--- src/rtl/pong_cmd_pkg.sv ---
// Shared constants, command/echo enums and the byte decoder for pong_uart_cmd.
package pong_cmd_pkg;

  localparam logic [7:0] KEY_UP_L   = 8'h57; // 'W'
  localparam logic [7:0] KEY_DN_L   = 8'h53; // 'S'
  localparam logic [7:0] KEY_UP_R   = 8'h49; // 'I'
  localparam logic [7:0] KEY_DN_R   = 8'h4B; // 'K'
  localparam logic [7:0] KEY_START0 = 8'h20; // ' '
  localparam logic [7:0] KEY_START1 = 8'h47; // 'G'
  localparam logic [7:0] CASE_MASK  = 8'hDF; // clears the ASCII lower-case bit

  typedef enum logic [2:0] {
    CMD_NONE,
    CMD_UP_L,
    CMD_DN_L,
    CMD_UP_R,
    CMD_DN_R,
    CMD_START,
    CMD_BAD
  } cmd_t;

  typedef enum logic {
    ECHO_EMPTY,
    ECHO_FULL
  } echo_st_t;

  // Space is compared raw because masking would fold it onto 8'h00.
  function automatic cmd_t decode_byte(input logic [7:0] b);
    logic [7:0] u;
    u = b & CASE_MASK;
    if (b == KEY_START0)      return CMD_START;
    else if (u == KEY_START1) return CMD_START;
    else if (u == KEY_UP_L)   return CMD_UP_L;
    else if (u == KEY_DN_L)   return CMD_DN_L;
    else if (u == KEY_UP_R)   return CMD_UP_R;
    else if (u == KEY_DN_R)   return CMD_DN_R;
    else                      return CMD_BAD;
  endfunction

endpackage

--- src/rtl/pong_key_hold.sv ---
// Stretches one key event into HOLD_CYCLES cycles of a registered level.
module pong_key_hold
  import pong_cmd_pkg::*;
#(
  parameter int unsigned HOLD_CYCLES = 2_500_000
) (
  input  logic clk,
  input  logic reset,
  input  logic load,
  input  logic clear,
  output logic active
);

  localparam int unsigned CNT_W = $clog2(HOLD_CYCLES + 1);

  logic [CNT_W-1:0] cnt;
  logic [CNT_W-1:0] cnt_next;

  // Reload has priority over clear and over the countdown reaching 1 or 0.
  always_comb begin
    cnt_next = cnt;
    if (load)
      cnt_next = CNT_W'(HOLD_CYCLES);
    else if (clear)
      cnt_next = '0;
    else if (cnt != '0)
      cnt_next = cnt - CNT_W'(1);
  end

  // Counter and its registered nonzero flag.
  always_ff @(posedge clk or posedge reset) begin
    if (reset) begin
      cnt    <= '0;
      active <= 1'b0;
    end else begin
      cnt    <= cnt_next;
      active <= (cnt_next != '0);
    end
  end

endmodule

--- src/rtl/pong_uart_cmd.sv ---
// UART byte stream -> pong paddle levels, start strobe and bad-byte count.
// Optional echo path enabled by defining PONG_CMD_ECHO_EN.
module pong_uart_cmd
  import pong_cmd_pkg::*;
#(
  parameter int unsigned HOLD_CYCLES = 2_500_000,
  parameter int unsigned BAD_W       = 8
) (
  input  logic             clk,
  input  logic             reset,
  input  logic [7:0]       rx_data,
  input  logic             rx_valid,
  output logic             paddle_up_l,
  output logic             paddle_down_l,
  output logic             paddle_up_r,
  output logic             paddle_down_r,
  output logic             enable,
  output logic [BAD_W-1:0] bad_cnt
`ifdef PONG_CMD_ECHO_EN
  ,
  output logic [7:0]       tx_data,
  output logic             tx_valid,
  input  logic             tx_ready
`endif
);

  cmd_t cmd;

  // Decode only when the receiver strobes a byte.
  always_comb begin
    cmd = CMD_NONE;
    if (rx_valid)
      cmd = decode_byte(rx_data);
  end

  // Opposite key of the same paddle clears the other direction.
  pong_key_hold #(.HOLD_CYCLES(HOLD_CYCLES)) u_up_l (
    .clk(clk), .reset(reset), .load(cmd == CMD_UP_L), .clear(cmd == CMD_DN_L),
    .active(paddle_up_l));
  pong_key_hold #(.HOLD_CYCLES(HOLD_CYCLES)) u_dn_l (
    .clk(clk), .reset(reset), .load(cmd == CMD_DN_L), .clear(cmd == CMD_UP_L),
    .active(paddle_down_l));
  pong_key_hold #(.HOLD_CYCLES(HOLD_CYCLES)) u_up_r (
    .clk(clk), .reset(reset), .load(cmd == CMD_UP_R), .clear(cmd == CMD_DN_R),
    .active(paddle_up_r));
  pong_key_hold #(.HOLD_CYCLES(HOLD_CYCLES)) u_dn_r (
    .clk(clk), .reset(reset), .load(cmd == CMD_DN_R), .clear(cmd == CMD_UP_R),
    .active(paddle_down_r));

  // Start strobe and saturating bad-byte counter.
  always_ff @(posedge clk or posedge reset) begin
    if (reset) begin
      enable  <= 1'b0;
      bad_cnt <= '0;
    end else begin
      enable <= (cmd == CMD_START);
      if (cmd == CMD_BAD && bad_cnt != '1)
        bad_cnt <= bad_cnt + BAD_W'(1);
    end
  end

`ifdef PONG_CMD_ECHO_EN
  echo_st_t echo_st;
  echo_st_t echo_next;
  logic     echo_load;
  logic     accepted;

  assign accepted = (cmd != CMD_NONE) && (cmd != CMD_BAD);
  assign tx_valid = (echo_st == ECHO_FULL);

  // One-entry buffer: keeps the oldest byte until drained; refills on a drain cycle.
  always_comb begin
    echo_next = echo_st;
    echo_load = 1'b0;
    case (echo_st)
      ECHO_EMPTY: begin
        if (accepted) begin
          echo_next = ECHO_FULL;
          echo_load = 1'b1;
        end
      end
      ECHO_FULL: begin
        if (tx_ready) begin
          if (accepted)
            echo_load = 1'b1;
          else
            echo_next = ECHO_EMPTY;
        end
      end
      default: echo_next = ECHO_EMPTY;
    endcase
  end

  // Echo state and data registers.
  always_ff @(posedge clk or posedge reset) begin
    if (reset) begin
      echo_st <= ECHO_EMPTY;
      tx_data <= 8'h00;
    end else begin
      echo_st <= echo_next;
      if (echo_load)
        tx_data <= rx_data;
    end
  end
`endif

endmodule

--- config.mk ---
export PLATFORM = sky130hd
export DESIGN_NAME = pong_uart_cmd
export DESIGN_NICKNAME = d
export VERILOG_FILES = /design/src/rtl/pong_cmd_pkg.sv /design/src/rtl/pong_key_hold.sv /design/src/rtl/pong_uart_cmd.sv
export SDC_FILE = /design/constraint.sdc
export NUM_CORES = 1
export LEC_CHECK = 0
export ABC_AREA = 1
export CAP_MARGIN = 0
export CORE_UTILIZATION = 55
export DETAILED_ROUTE_END_ITERATION = 8
export PLACE_DENSITY = 0.85
export RECOVER_POWER = 25
export SETUP_SLACK_MARGIN = 0.05
export SLEW_MARGIN = 40
export SYNTH_ARGS = -nofsm -noshare
export SYNTH_HDL_FRONTEND = slang
export SYNTH_SLANG_ARGS = --single-unit
--- constraint.sdc ---
create_clock -name clk -period 4.4 [get_ports clk]
set_input_delay 0.88 -clock clk [delete_from_list [all_inputs] [get_ports clk]]
set_output_delay 0.88 -clock clk [all_outputs]
set_load 0.005 [all_outputs]
==> qor.txt <==
Cells along the critical path -> dlygate4sd3_1 > inv_1
# setup viols final -> 0
Top-count cell post-synth -> nand2_1
Net Sw Frac -> 0.4466
Fin cells -> 1,138
Crit path kind -> in -> async
Final core utilization -> 0.6278
Measured slew at the worst slew-check pin -> 2.371 ns
Initial antenna violation count -> 0
Syn_area_per_cell -> 6.900 um^2
Starting Density -> 0.5745
Port Buf Inserts -> 23
Share of cells above drive strength 1 -> 0.06432
Most area-hungry cell type in the Yosys netlist -> dfrtp_1
Critical path arrival -> 3.12 ns
Post-CTS Hold Buffers -> 0
WP data required -> 4.37 ns
Synth area leaders -> dfrtp_1 (38%), nand2_1 (13%), nor2_1 (12%)
Total Routing Usage GR -> 0.2565
Synth async-reset ratio -> 1.000
Leakage -> 3.909 nW
CTS max path bufs -> 2
Slowest stage delay, CP -> 1.67 ns
Row count -> 39
Worst slack at placement -> 0.9738 ns
Post-route antenna net violation count -> 0
Cts repair resizes -> 0
Layout Nets -> 1,006
Post-CTS setup buffers -> 0
Synth cell count leaders -> nand2_1 (238), nor2_1 (216), inv_1 (109), dfrtp_1 (101), nand3_1 (93)
Clock transition at path regs -> 0.06 ns
Final WL -> 14.91 mm
First-pass GRT wire length -> 25.85 mm
Drt pass-1 iters -> 5
Total CTS buffers -> 9
Met1 Resource Use GR -> 0.3347
Power Density -> 605.5 nW/um^2
CTS tree -> yes
Slew Viols, Final -> 63
Die X-Extent -> 112.4 um
Hold WS -> 0.4989 ns
Layout Skew -> 0.008723 ns
Cell variety after synth -> 38
H-tree Lvls -> 3
Slew Limit Headroom -> -0.5827
Cell Area, Synth -> 6700 um^2
Bufs and invs on worst path -> 2
Inst Count DP -> 1,122
Kind of start point of the critical path -> primary input
Hpwl dp -> 11.01 mm
Crit-path slowest cell -> inv_1
Crit path time final -> 3.152 ns
P_sw -> 1.980 mW
GR Layer Usage met3 -> 0.05130
Sequential element share of the synthesized area -> 0.3772
P_int -> 2.453 mW
Top Family by Delay on Critical Path -> buffers and inverters
CTS root buf -> clkbuf_16
Worst vdd ir -> 0.4611 mV
Clock Latency Late Sink -> 0.36 ns
Ports -> 24
DR vias -> 6,088
RSZ-0062 raised after global routing -> no
Syn_nets -> 987
Fmax -> 317.3 MHz
Cells after synthesis -> 971
Final Cycle Share -> 0.7164
Vias in the first global route -> 5,660
Synth-to-Final Area Change -> 9.281%
GPL Wtd Cong -> 0.9265
Combinational share of power -> 0.488
Initial DRC count -> 420
Setup TNS -> 0 ns
Vias per cell -> 5.350
WL per Instance -> 13.10 um
GRT busiest layer -> met2
Final Hold Viols -> 0
Core area -> 11,660 um^2
Met2 GRT Util -> 0.4215
Top-area cell type share of the netlist area -> 0.3772
Largest net degree at the start of global routing -> 64
DR DRC count -> 0
Clock Power Share -> 0.177
Yosys Warn Count -> 0
ANT cells -> 0
Failing checks -> max-capacitance violations, max-slew violations
Grt ovf -> 0
Main synth FF type -> dfrtp_1
Total clock sinks -> 101
Worst setup margin -> 1.248 ns
DIE AREA -> 12,630 um^2
Total of max-cap violations -> 1
Status -> complete, but fails checks
Flop2flop setup slack -> 1.44 ns
Sequential power share -> 0.334
Number of synthesized flops with an enable pin -> 0
Setup crit end kind -> async pin
Hold WC Path Type -> reg -> reg
Die height -> 112.4 um
Critical-path maximum fanout -> 63
Synthesis-stage register bit count -> 101
layout by cell type, fill, tap and decap left out, types with 2 or more instances in the layout:
cell             instances
xor2_1                  39
inv_1                  109
and2_1                   2
nand2_2                  9
nor2_1                 216
ha_1                     5
clkdlybuf4s50_1         22
nor2_2                   8
o21ai_0                 19
nand3b_1                16
dfrtp_1                101
nand2_4                  4
clkbuf_16                9
nand4_4                  2
a21oi_1                 19
nand3_1                 93
nor3_1                  11
nand4_2                  2
nand2_1                238
nand4_1                 15
clkbuf_8                 3
nand3_4                  2
or2_2                    2
xnor2_1                 18
nor2_4                   3
or2_1                    2
nor3_2                   2
inv_2                    8
nand3_2                  3
power by group through the flow:
| stage | Sequential [mW] | Clock, mW | Combinational (mW) |
|---|---|---|---|
| after global placement | 1.48 | 0 | 2.08 |
| after floorplan | 1.43 | 0 | 1.69 |
| after CTS | 1.48 | 0.804 | 2.14 |
| final | 1.48 | 0.785 | 2.17 |
| after detailed placement | 1.49 | 0 | 2.12 |
| after global routing | 1.52 | 0.839 | 2.47 |
final cells by class:
class / count / area, um^2
clock buffer: 12 / 266.5
clock inverter: 4 / 30.03
fill: 1006 / 4340
inverter: 117 / 439.2
multi-input combinational: 737 / 3630
sequential: 101 / 2527
tap: 143 / 178.9
timing repair buffer: 24 / 250.2
layer usage:
metal  part of all wire  up-vias  wire (um)
met5                  0        -          0
met4              0.023        0        350
met3              0.062       25        919
met2               0.47      184       6958
met1               0.45     2795       6678
li1                   -     3084          -
stage by stage:
stage | total power, mW | area [um^2]
after floorplan | 3.120 | 6700
after CTS | 4.424 | 7325
after detailed placement | 3.610 | 7028
after global routing | 4.828 | 7322
after global placement | 3.566 | 7028
final | 4.434 | 7322
state kept, by name, indices dropped and copies added (netlist names):
signal,count
u_up_l.cnt,22
u_dn_l.cnt,22
bad_cnt,8
u_up_r.active,1
enable,1
u_dn_l.active,1
u_dn_r.active,1
u_up_r.cnt,22
u_dn_r.cnt,22
u_up_l.active,1
cell families (layout without fill, tap and decap cells):
kind of cell,count (synthesis),in the layout,synth area share
adders and majority gates,5,5,0.009337
DFF,101,101,0.3772
muxes,1,1,0.001681
and+or+nand+nor,633,633,0.4248
xor gates and xnor gates,57,57,0.07451
AOI/OAI and AO/OA,41,41,0.03137
buffers and inverters,133,157,0.08104
path summary, 6_finish.rpt:
check / from / to / cells after the start
max reg2reg: u_dn_r.cnt[0]$_DFF_PP0_ / u_dn_r.active$_DFF_PP0_ / 13
min: bad_cnt[3]$_DFFE_PP0P_ / bad_cnt[3]$_DFFE_PP0P_ / 1
max in group clk: rx_data[4] / u_dn_r.active$_DFF_PP0_ / 14
min in group asynchronous: reset / u_up_l.active$_DFF_PP0_ / 2
max: reset / u_up_r.cnt[5]$_DFF_PP0_ / 2
min reg2reg: bad_cnt[3]$_DFFE_PP0P_ / bad_cnt[3]$_DFFE_PP0P_ / 1
Power figures use the tool's default switching activity.
==> variant 1, RTL diff (same settings) <==
The option `PONG_CMD_ECHO_EN` is turned on by a define.
--- a/src/rtl/pong_uart_cmd.sv
+++ b/src/rtl/pong_uart_cmd.sv
@@ -1,5 +1,7 @@
 // UART byte stream -> pong paddle levels, start strobe and bad-byte count.
 // Optional echo path enabled by defining PONG_CMD_ECHO_EN.
+`define PONG_CMD_ECHO_EN
+
 module pong_uart_cmd
   import pong_cmd_pkg::*;
 #(
Interface: changed (added tx_data, tx_ready and tx_valid); port bits go from 24 to 34. No check against the original RTL was run, so the function may have changed too.
==> variant 1 against the original RTL <==
The flow finishes with violations (design-rule violations, max-capacitance violations, max-slew violations). First-iteration DRC count grew 35%. Total power grew 1.9%. Critical path depth did not move. Area after synthesis is 4.3% higher. Count of clock-buffer cells in the layout down 2. Cell area grew 5.1%. Setup slack got worse by 0.0094 ns. Clock skew hardly changed. Sequential cell count up 9. Sequential power is 3% higher. Routed wire length is 9.8% higher. Critical path type unchanged. Critical endpoint is now u_up_r.cnt[0].
==> variant 1: results (changes against the original RTL) <==
status=finished with violations; failing checks=design-rule violations, max-capacitance violations, max-slew violations; Final Max Slew Viols=63 (unchanged); dpl hpwl=11800 um (+7.0%); number of port buffers=33 (+43%); Compound-Gate Fraction of Synth Area=4.25% (+1.1 points); Cell Count, Final, Fillers Out=1188 (+4.4%); placed cells=1172 (+4.5%); post-synthesis sequential area ratio=39.4% (+1.7 points); most instantiated cells after synthesis=nand2_1 (233), nor2_1 (221), dfrtp_1 (110); layout cells sized above 1=6.47% (+0.038 points); Worst-Margin Slew=2.38 ns (+0.0133 ns); Worst R2R Setup Slack=1.73 ns (+0.29 ns); R2R Path End=u_dn_l.active; skew final=0.00849 ns (-0.000236 ns); global-route usage over all layers=27.0% (+1.4 points); Hold Path Origin=tx_data[6]; first-pass GRT wire length=28100 um (+8.6%); count of cell types in the netlist=39 (+2.6%); DRC viols=1 (+1); Hold Path End=tx_data[6]; dominant cells by area after synthesis=dfrtp_1 (39%), nand2_1 (13%), nor2_1 (12%); post-synthesis adder-cell area fraction=0.896% (-0.038 points); starting DRC count in detailed routing=566 (+35%); MaxCap Viol Count=1 (unchanged); Layout Nets=1032 (+2.6%); vias per cell=5.37 (+0.40%); Critical Path Sink=u_up_r.cnt[0]; fillers=1074 (+6.8%); vias in the first global route=6055 (+7.0%); detailed-router iteration count before antenna repair=9 (+4); XOR/XNOR Fraction of Synth Area=7.40% (-0.054 points); Lkg Pwr=3.91 nW (+0.13%); cells after synthesis=987 (+1.6%)
==> variant 1: cell count changes in the layout (fill, tap and decap cells not counted), moves of 3 or more <==
cell,before,now
nand3b_1,16,7
nor2_1,216,221
dfrtp_1,101,110
nand2_1,238,233
clkdlybuf4s50_1,22,32
clkbuf_8,3,0
o21ai_1,1,7
o21bai_1,1,4
==> variant 1: cells by family (layout without fill, tap and decap cells) <==
logic type | after synthesis | after routing
AOI/OAI and AO/OA | 54 | 54
adders and majority gates | 5 | 5
xor gates and xnor gates | 59 | 59
and+or+nand+nor | 623 | 623
muxes | 1 | 1
buffers and inverters | 135 | 168
DFF | 110 | 110
==> variant 1: per-layer routing <==
metal | routed length (um) | GRT usage [%] | part of all wire (%)
met1 | 7550 | 37.5 | 46
met2 | 7480 | 43.2 | 46
met3 | 1070 | 5.51 | 6.5
met4 | 265 | 7.36 | 1.6
met5 | 0 | 0 | 0
==> variant 1: per-stage QoR <==
stage | util [%] | instance area, sq um | worst slack, ns
2_1_floorplan | - | 6990 | 0.618
3_3_place_gp | 60.6 | 7400 | 1.10
3_5_place_dp | 60.6 | 7400 | 0.978
4_1_cts | 63.0 | 7690 | 1.31
5_1_grt | 63.0 | 7690 | 0.662
6_report | 63.0 | 7690 | 1.24
==> variant 1: power groups by stage <==
stage                     registers, mW  logic [mW]  clock network [mW]
final                              1.52        2.18               0.817
after global routing               1.56        2.47               0.869
after CTS                          1.52        2.14               0.824
after detailed placement           1.53        2.11                   0
after global placement             1.53        2.07                   0
after floorplan                    1.47        1.65                   0
==> variant 1: area by class of cell <==
cell class | instances | area share, %
Tap cell | 168 | 2.73
Multi-Input combinational cell | 742 | 47.4
Clock inverter | 6 | 0.797
Inverter | 118 | 5.76
Sequential cell | 110 | 35.8
Timing Repair Buffer | 34 | 4.55
Clock buffer | 10 | 2.98
==> variant 2, RTL diff (config.mk and constraints unchanged) <==
Made on the original files. Put one more register stage on the output `bad_cnt`, cleared by the reset. The value now appears one clock later. The other outputs are not delayed to match.
--- a/src/rtl/pong_uart_cmd.sv
+++ b/src/rtl/pong_uart_cmd.sv
@@ -23,6 +23,8 @@
   input  logic             tx_ready
 `endif
 );
+
+  logic [BAD_W-1:0] bad_cnt_s0;
 
   cmd_t cmd;
 
@@ -51,11 +53,11 @@
   always_ff @(posedge clk or posedge reset) begin
     if (reset) begin
       enable  <= 1'b0;
-      bad_cnt <= '0;
+      bad_cnt_s0 <= '0;
     end else begin
       enable <= (cmd == CMD_START);
-      if (cmd == CMD_BAD && bad_cnt != '1)
-        bad_cnt <= bad_cnt + BAD_W'(1);
+      if (cmd == CMD_BAD && bad_cnt_s0 != '1)
+        bad_cnt_s0 <= bad_cnt_s0 + BAD_W'(1);
     end
   end
 
@@ -104,5 +106,13 @@
   end
 `endif
 
+  always_ff @(posedge clk or posedge reset) begin
+    if (reset) begin
+      bad_cnt <= '0;
+    end else begin
+      bad_cnt <= bad_cnt_s0;
+    end
+  end
+
 endmodule
 
Behaviour: not the same (a bounded check fails within 4 cycles, from zero or initial values and one cycle with reset high).
==> variant 2 against the original RTL <==
The flow still finishes with violations (max-capacitance violations, max-slew violations). Routed wire length up 6.1%. Register-to-register slack improved by 0.08 ns. Hold slack lost 0.079 ns. Sequential power increased by 4%. Sequential cell count up 8. Area after synthesis rose by 5.5%. Utilization decreased by 1.5 points. Total power up 1.8%. First-iteration DRC count increased by 29%. Cell area grew 5.1%. Setup slack improved by 0.0016 ns. Count of clock-buffer cells in the layout fell by 2. Largest cell class unchanged. Largest power group unchanged.
==> variant 2: results (changes against the original RTL) <==
status=finished with violations; failing checks=max-capacitance violations, max-slew violations; clock tree buffer depth=2 (unchanged); Worst-Margin Slew=1.81 ns (-0.558 ns); Hold Path Origin=bad_cnt_s0[7]; largest net degree at the start of global routing=88 (+38%); GPL Wtd Cong=0.913 (-1.5%); Crit-path slowest cell=clkdlybuf4s50_1; ANT cells=0 (unchanged); dpl ws=0.905 ns (-0.0691 ns); maximum fanout along the worst path=26 (-59%); starting DRC count in detailed routing=543 (+29%); Hold Path End=bad_cnt[7]; delay of the slowest critical-path stage=0.52 ns (-1.15 ns); mux contribution to synthesized area=0.159% (-0.0087 points); Layout Nets=1064 (+5.8%); most instantiated cells after synthesis=nand2_1 (288), nor2_1 (219), inv_1 (115); IR drop worst, VDD=0.386 mV (-16%); skew final=0.0106 ns (+0.00185 ns); Min-Delay Path Depth=0 (-1); first-pass GRT wire length=27200 um (+5.4%); post-synthesis adder-cell area fraction=0.885% (-0.048 points); CTS H-tree depth=3 (unchanged); dominant cells by area after synthesis=dfrtp_1 (39%), nand2_1 (15%), nor2_1 (12%); Syn Nets=1045 (+5.9%); Compound-Gate Fraction of Synth Area=3.26% (+0.12 points); Worst-path clk slew=0.08 ns (+0.02 ns); Final Max Slew Viols=88 (+40%); WL final=15800 um (+6.1%); MaxCap Viol Count=1 (unchanged); dpl hpwl=11500 um (+4.1%); XOR/XNOR Fraction of Synth Area=6.07% (-1.4 points); Lkg Pwr=4.14 nW (+5.9%); layout cells sized above 1=6.74% (+0.31 points); vias per cell=5.24 (-2.1%); vias in the first global route=5904 (+4.3%); asr flop ratio synth=100% (unchanged); Worst R2R Setup Slack=1.52 ns (+0.08 ns); Fin Hold WS=0.419 ns (-0.0795 ns); post-synthesis sequential area ratio=38.6% (+0.88 points); count of cell types in the netlist=34 (-11%); global-route usage over all layers=26.1% (+0.43 points)
## variant 2: cell types whose count changed after synthesis, sizes merged, moves of 6 or more
| cell | unedited run | this run |
|---|---|---|
| nand3b | 16 | 25 |
| xor2 | 39 | 33 |
| nand2 | 251 | 301 |
| o21ai | 20 | 14 |
| a21oi | 19 | 27 |
| buf | 12 | 18 |
| nor3 | 13 | 4 |
| nand3 | 98 | 89 |
| dfrtp | 101 | 109 |
| inv | 117 | 126 |
## variant 2: metrics by stage
stage | instances | power (mW) | instance area, sq um
after global routing | 1225 | 4.92 | 7700
after floorplan | 1029 | 3.19 | 7070
final | 1225 | 4.51 | 7700
after detailed placement | 1209 | 3.69 | 7410
after global placement | 1209 | 3.64 | 7410
after CTS | 1225 | 4.50 | 7700
## variant 2: cell type report
cell class              instances  area (sq um)
clock inverters                 6          43.8
inverters                     129           488
flip-flops and latches        109          2730
multi-input cells             773          3730
clock buffers                  10           239
repair buffers                 26           253
fillers                      1118          4870
well taps                     172           215
## variant 2: cells by family after synthesis
kind of cell / after synthesis
AOI/OAI and AO/OA: 44
xor gates and xnor gates: 49
adders and majority gates: 5
buffers and inverters: 147
DFF: 109
muxes: 1
and+or+nand+nor: 674
## variant 2: layer usage
| metal | part of all wire [%] | vias up | track usage [%] | wire length [um] |
|---|---|---|---|---|
| met1 | 46 | 2963 | 36.4 | 7340 |
| met5 | 0 | - | 0 | 0 |
| met4 | 1.3 | 0 | 6.41 | 209 |
| met2 | 46 | 196 | 41.8 | 7310 |
| li1 | - | 3234 | - | - |
| met3 | 6.0 | 22 | 5.17 | 943 |
## variant 2: worst max-delay path, delay by kind of cell
kind,cells,cell delay (ns)
and+or+nand+nor,11,1.51
buffers and inverters,3,0.99
## variant 2: worst max path at each step
stage / start / to / slack [ns]
after floorplan: reset / bad_cnt[0] / 0.65
after global placement: rx_data[4] / u_dn_r.active / 1.00
after detailed placement: rx_data[4] / u_dn_r.active / 0.90
after CTS: rx_data[4] / u_dn_r.active / 1.27
after global routing: rx_data[4] / u_up_r.active / 0.98
final: rx_data[4] / u_dn_r.active / 1.25
## variant 2: report_power, final
part / switching [mW] / total (mW) / internal [mW]
clock: 0.384 / 0.788 / 0.403
sequential: 0.257 / 1.54 / 1.28
combinational: 1.37 / 2.18 / 0.814
